--- src/rtl/halt_monitor.sv ---
// Result monitor for dut_soc: counts cycles from reset release, captures the first halt,
// runs optional integrity checks while halted, then reports done or a coded failure.
module halt_monitor #(
    parameter int TIMEOUT_CYCLES = 3000,
    parameter int SETTLE_CYCLES  = 5,
    parameter int CNT_WIDTH      = 32
) (
    input  logic                 clk,
    input  logic                 pwrOn,
    input  logic                 halt,
    input  logic [15:0]          firstWord,
    input  logic                 checkEn,
    output logic                 done,
    output logic                 fail,
    output logic [1:0]           errCode,
    output logic [15:0]          wordAtHalt,
    output logic [CNT_WIDTH-1:0] clkAtHalt,
    output logic [CNT_WIDTH-1:0] clkCnt
);

    typedef enum logic [1:0] {
        RUN,
        HALTED,
        DONE,
        FAIL
    } stateT;

    localparam logic [CNT_WIDTH-1:0] TIMEOUT_LIMIT = CNT_WIDTH'(TIMEOUT_CYCLES);
    localparam logic [7:0]           SETTLE_LAST   = 8'(SETTLE_CYCLES);

    localparam logic [1:0] ERR_TIMEOUT = 2'd1;
    localparam logic [1:0] ERR_DROP    = 2'd2;
    localparam logic [1:0] ERR_WORD    = 2'd3;

    stateT                stateReg;
    logic [7:0]           settleReg;
    logic [7:0]           settleNext;
    logic [CNT_WIDTH-1:0] cntNext;

    // Saturating increment: a run that never halts must not wrap back to small counts.
    assign cntNext    = (&clkCnt) ? clkCnt : clkCnt + CNT_WIDTH'(1);
    assign settleNext = settleReg + 8'd1;

    always_ff @(posedge clk or negedge pwrOn) begin
        if (!pwrOn) begin
            stateReg   <= RUN;
            settleReg  <= 8'd0;
            clkCnt     <= '0;
            clkAtHalt  <= '0;
            wordAtHalt <= 16'd0;
            errCode    <= 2'd0;
            done       <= 1'b0;
            fail       <= 1'b0;
        end else begin
            unique case (stateReg)
                RUN: begin
                    clkCnt <= cntNext;
                    if (halt) begin
                        wordAtHalt <= firstWord;
                        clkAtHalt  <= cntNext;
                        settleReg  <= 8'd0;
                        stateReg   <= HALTED;
                    end else if (checkEn && (cntNext > TIMEOUT_LIMIT)) begin
                        errCode  <= ERR_TIMEOUT;
                        fail     <= 1'b1;
                        stateReg <= FAIL;
                    end
                end
                HALTED: begin
                    clkCnt    <= cntNext;
                    settleReg <= settleNext;
                    // Integrity errors outrank completion landing on the same edge.
                    if (checkEn && !halt) begin
                        errCode  <= ERR_DROP;
                        fail     <= 1'b1;
                        stateReg <= FAIL;
                    end else if (checkEn && (firstWord != wordAtHalt)) begin
                        errCode  <= ERR_WORD;
                        fail     <= 1'b1;
                        stateReg <= FAIL;
                    end else if (settleNext == SETTLE_LAST) begin
                        done     <= 1'b1;
                        stateReg <= DONE;
                    end
                end
                DONE, FAIL: begin
                    // Terminal until the next reset; every output holds.
                end
                default: stateReg <= RUN;
            endcase
        end
    end

endmodule

--- config.mk ---
export PLATFORM = sky130hd
export DESIGN_NAME = halt_monitor
export DESIGN_NICKNAME = d
export VERILOG_FILES = /design/src/rtl/halt_monitor.sv
export SDC_FILE = /design/constraint.sdc
export NUM_CORES = 1
export LEC_CHECK = 0
export ABC_AREA = 1
export ABC_CLOCK_PERIOD_IN_PS = 2220
export BUFFER_PORTS_ARGS = -buffer_cell sky130_fd_sc_hd__buf_2
export CAP_MARGIN = 20
export CORE_MARGIN = 1
export CORE_UTILIZATION = 50
export CTS_CLUSTER_DIAMETER = 120
export DETAILED_ROUTE_END_ITERATION = 7
export GPL_TIMING_DRIVEN = 0
export HOLD_SLACK_MARGIN = 0.03
export PLACE_DENSITY = 0.78
export REMOVE_ABC_BUFFERS = 1
export SLEW_MARGIN = 40
export SYNTH_ARGS = -nofsm -noshare
export SYNTH_HDL_FRONTEND = slang
export SYNTH_SLANG_ARGS = --single-unit
--- constraint.sdc ---
create_clock -name clk -period 2.22 [get_ports clk]
set_input_delay 0.222 -clock clk [delete_from_list [all_inputs] [get_ports clk]]
set_output_delay 0.222 -clock clk [all_outputs]
set_load 0.02 [all_outputs]
-- Word level (Yosys, flattened, before mapping)
Cells that the tools add are included.
- bitwise gates (word level): 2
- eq/ne operators: 9
- add/subtract/negate cells: 2
- $lt $le $gt $ge: 1
- muxes and demuxes: 19
- reductions and logical operators: 13
- operator list (cell ; number):
    $add 32x1->32 const B ; 1
    $gt 32x12->1 const B ; 1
    $mux 32 ; 1
    $reduce_and 32->1 ; 1
    $mux 2 ; 9
    $ne 16x16->1 ; 1
    $pmux 8 s2 ; 1
    $add 8x1->8 const B ; 1
    $eq 8x3->1 const B ; 1
    $mux 8 ; 1
    $pmux 2 s2 ; 2
    $reduce_and 4->1 ; 2
    $ne 2x2->1 const B ; 3
    $ne 3x3->1 const B ; 2
    $mux 1 ; 4
    $ne 4x4->1 const B ; 1
    $reduce_and 2->1 ; 2
    $logic_and 1x1->1 ; 3
    $reduce_and 3->1 ; 1
    $eq 2x1->1 const B ; 1
    $logic_not 2->1 ; 1
    $not 1->1 ; 2
    $pmux 1 s2 ; 1
    $reduce_bool 2->1 ; 1
    2 further kinds ; 2
- logic and storage cells: 54
- register bits after elaboration: 94
- bits of input ports: 20

-- Depth between registers and ports, before layout
- word-level depth: 7
- gate-level depth with buffers: 20

-- Least setup slack after synthesis
OpenSTA, ideal clock, no wires.
- path kind: register -> register
- start point: register clkCnt[0]
- end point: register errCode[1]
- setup slack: -181 ps
- data required time: 2094 ps
- buffers on the path: 2
- cell stages (with the launch flop): 21
- setup time: 126 ps
- arrival: 2275 ps
- period minus slack after synthesis: 2401 ps
- cells stage by stage: dfrtp_1 -> ha_1 -> inv_2 -> nor2_4 -> nand2_4 -> nor2_8 -> nand2_2 -> buf_6 -> buf_6 -> nand2_2 -> nand2_1 -> nor2_2 -> nand2_1 -> nand2_1 -> nand2_1 -> nand2_1 -> nand2_1 -> nand2_1 -> nand3_2 -> nand2_1 -> o21ai_1
- cells in the longest elaborated chain, start to end: 6
- elaborated cells on any way between the ends: 7
- RTL lines (element ; RTL line ; source):
    start: declaration ; 18 ; output logic [CNT_WIDTH-1:0] clkCnt
    start signal: assignment ; 57 ; clkCnt <= cntNext;
    start signal: assignment ; 70 ; clkCnt <= cntNext;
    $add 32x1->32 / $reduce_and 32->1 (equally long branches) ; 41 ; assign cntNext = (&clkCnt) ? clkCnt : clkCnt + CNT_WIDTH'(1);
    $mux 32 (*) ; 41 ;
    $gt 32x12->1 (*) ; 63 ; end else if (checkEn && (cntNext > TIMEOUT_LIMIT)) begin
    $logic_and 1x1->1 (*) ; 63 ;
    $ne 2x2->1 (no source line) (*) ; n/a ;
    $reduce_and 4->1 (no source line) (*) ; n/a ;
    end signal: assignment ; 64 ; errCode <= ERR_TIMEOUT;
    end signal: assignment ; 74 ; errCode <= ERR_DROP;
    end signal: assignment ; 78 ; errCode <= ERR_WORD;
    end: declaration ; 15 ; output logic [1:0] errCode,
Every way passes the cells marked *; elsewhere a longest branch is shown, timed or not.
A chain may end at the register's enable or synchronous reset.

-- Worst setup path in the final report
- start point: register clkCnt[5]
- end point: register errCode[1]
Same word-level chain as after synthesis.

==> impl_metrics.tcl <==
set metrics [dict create \
    num_rows 36 \
    cp_common_cell "nand2_2" \
    cts.sinks 94 \
    maxSlewHeadroom_pct 73.6 \
    wire_per_inst_um 15.3 \
    timing.hold.ws_ns 0.0745 \
    clock-skew-final_ns 0.00889 \
    die_w_um 103 \
    p_per_area_nw_per_um2 443 \
    cp_slowest_cell "dfrtp_1" \
    path_cells "nand2_1, nor2_4, nand2_4, nor2_8, nand2_8, clkinvlp_4, buf_6, nor2_4, a21oi_2, nand2_1, nand2_1, nand2_2, nand2_2, nand2_2, nand2_2, nand3_4, nand2_2, o21ai_1" \
    first_pass_iters 5 \
    ys_seq_elements 94 \
    die_h_um 103 \
    coreArea_sq_um 9820 \
    fin_util_pct 68.6 \
    initial_core_util_pct 51.8 \
    layout.nets 867 \
    worst_slack_ns -0.170 \
    grt_pass1_vias 4947 \
    ir_worst_vdd_mv 0.339 \
    critPathRequiredTime_ns 2.47 \
    clk_latency_ns 0.37 \
    outcome "finished with violations" \
    gp_congestion 0.893 \
    grt_use_total_pct 29.5 \
    cts_tree "yes" \
    worstSetupPathType "flop to flop" \
    antenna_cells 0 \
    area_growth_pct 32.3 \
    maxCapViolations 0 \
    cts_max_level 3 \
    final_max_slew_viol_count 0 \
    seq_area_frac_synth_pct 46.2 \
    die_area_sq_um 10600 \
    port_buffers 103 \
    synth_cells 692 \
    ctsRootBufferMaster "clkbuf_8" \
    synth_edf_count 0 \
    vias 5256 \
    synthDistinctLibCells 34 \
    drt_iter0_drc 264 \
    setup_viol 5 \
    period_minus_slack_ns 2.39 \
    power.leakage_uw 0.00345 \
    synthTopCellsByArea "dfrtp_1, nand2_1, nor2_1" \
    worst-path-max-fanout 5 \
    syn_avg_cell_area_sq_um 7.36 \
    violations "setup timing" \
    fin_crit_sh_pct 108 \
    synth_largest_area_cell "dfrtp_1" \
    max_freq_mhz 418 \
    end_kind "flop" \
    clk_pin_slew_ns 0.09 \
    viasPerCell 5.35 \
    overflow 0 \
    final_antenna_net_count 0 \
    synthFlopType "dfrtp_1" \
    crit_path_start_kind "flop" \
    async_flop_share_pct 100 \
    grt_pass1_wl_mm 23.6 \
    hold_viol 0 \
    worst_hold_path_type "primary input to flop" \
    io_pins 104 \
    grt_max_degree 65 \
    dp_hpwl_mm 9.48 \
    critical_path.max_stage_delay_ns 0.44 \
    drc 0 \
    synth.cell_area_sq_um 5090 \
    ys_warn_count 0 \
    critPathArrivalTime_ns 2.64 \
    clock_tree.buffer_depth 2 \
    yosysTopAreaCellShare_pct 46.2 \
    cts_buffers 9 \
    rsz0062_at_grt "true" \
    drive_gt1_share_pct 31.1 \
    wl_mm 15.0 \
    post-place-ws_ns -1.24 \
    antenna_found_initial 0 \
    tightest_slew_ns 0.397 \
]
## timing repair
action,4_1_cts,5_1_grt
cloned,2,0
endpoints found under the setup margin,69,12
hold endpoints to repair,37,0
pin swaps,23,18
gates resized for setup,71,25
hold buffers,1,0
buffers inserted,49,6
## worst max-delay path: cells and delay by family, from the launching register on
kind / cells / cell delay (ns)
AND/OR/NAND/NOR: 14 / 1.37
flip-flops: 1 / 0.44
buffers and inverters: 2 / 0.25
AO/OA/AOI/OAI: 2 / 0.19
## worst paths after layout
check	slack, ns	cells after the start	endpoint	from
max in group asynchronous	1.28	3	stateReg[1]	pwrOn
worst min-delay path	0.07	3	wordAtHalt[1]	firstWord[1]
min in group asynchronous	0.31	2	clkAtHalt[3]	pwrOn
worst max register to register	-0.17	18	errCode[1]	clkCnt[5]
worst max-delay path	-0.17	18	errCode[1]	clkCnt[5]
worst min register to register	0.47	2	fail	fail
## sequential cells by signal, indices dropped and copies added, names as in the netlist
| name | flops |
|---|---|
| clkAtHalt | 32 |
| clkCnt | 32 |
| wordAtHalt | 16 |
| settleReg | 8 |
| errCode | 2 |
| stateReg | 2 |
| done | 1 |
| fail | 1 |
## stage by stage
| stage | power (uW) | instance area, sq um | setup TNS (ns) | cells |
|---|---|---|---|---|
| global route | 3090 | 6730 | -1.48 | 982 |
| detailed placement | 1840 | 5720 | -27.06 | 908 |
| finish | 2980 | 6730 | -0.647 | 982 |
| floorplan | 1770 | 4990 | -16.86 | 671 |
| CTS | 3010 | 6600 | -0.103 | 976 |
| global placement | 1830 | 5680 | -68.57 | 907 |
## layer usage
metal  routed length [um]  part of all wire, %  vias to the layer above  track usage (%)
met5                    0                    0                        -                0
met1                 6090                   41                     2447             35.6
met2                 7250                   48                      224             50.3
met4                  580                  3.9                        0             15.5
li1                     -                    -                     2535                -
met3                 1070                  7.1                       50             5.42
## placed cells by master, fill, tap and decap left out, types with 5 or more instances in the layout
master / instances
o21ai_0: 61
nand3_1: 19
nand3_2: 7
a31oi_1: 19
dfrtp_1: 82
dfrtp_2: 11
nand4_1: 10
nand2_2: 15
nand3b_1: 9
buf_4: 49
nor2_4: 20
nor2_2: 15
o22ai_1: 9
xor2_1: 13
buf_2: 102
inv_1: 56
nor2_1: 63
xnor2_1: 5
clkbuf_8: 11
nand2_1: 219
nor3_1: 9
## Yosys cell counts (5+ instances only)
| cell type | count |
|---|---|
| a31oi_1 | 19 |
| o21ai_0 | 62 |
| nor3_1 | 9 |
| xnor2_1 | 5 |
| nand3b_1 | 9 |
| nand2_1 | 231 |
| nand2_2 | 6 |
| nand3_1 | 26 |
| clkbuf_1 | 14 |
| nor2_2 | 5 |
| inv_1 | 57 |
| nand4_1 | 10 |
| nor2_1 | 91 |
| xor2_1 | 13 |
| dfrtp_1 | 94 |
| o22ai_1 | 9 |
## layout make-up
type | instances | area [sq um]
Clock buffer | 13 | 159
Inverter | 61 | 243
Sequential cell | 94 | 2370
Timing Repair Buffer | 160 | 1030
Fill cell | 858 | 3090
Clock inverter | 3 | 42.5
Multi-Input combinational cell | 518 | 2720
Tap cell | 133 | 166
## logic make-up after synthesis
family,share of synthesized area [%]
fa+ha+maj,0.738
buf+inv,6.37
xor+xnor,3.10
compound gates,10.7
flops,46.2
simple gates,32.8
## power breakdown
part	switching (uW)	total, uW	leakage [uW]	internal (uW)
Sequential	1.24	1710	0.00124	1710
Clock	597	1180	0.0000996	582
Combinational	59.6	90.6	0.00211	31.0
Total	658	2980	0.00345	2330
Power figures use the tool's default switching activity.
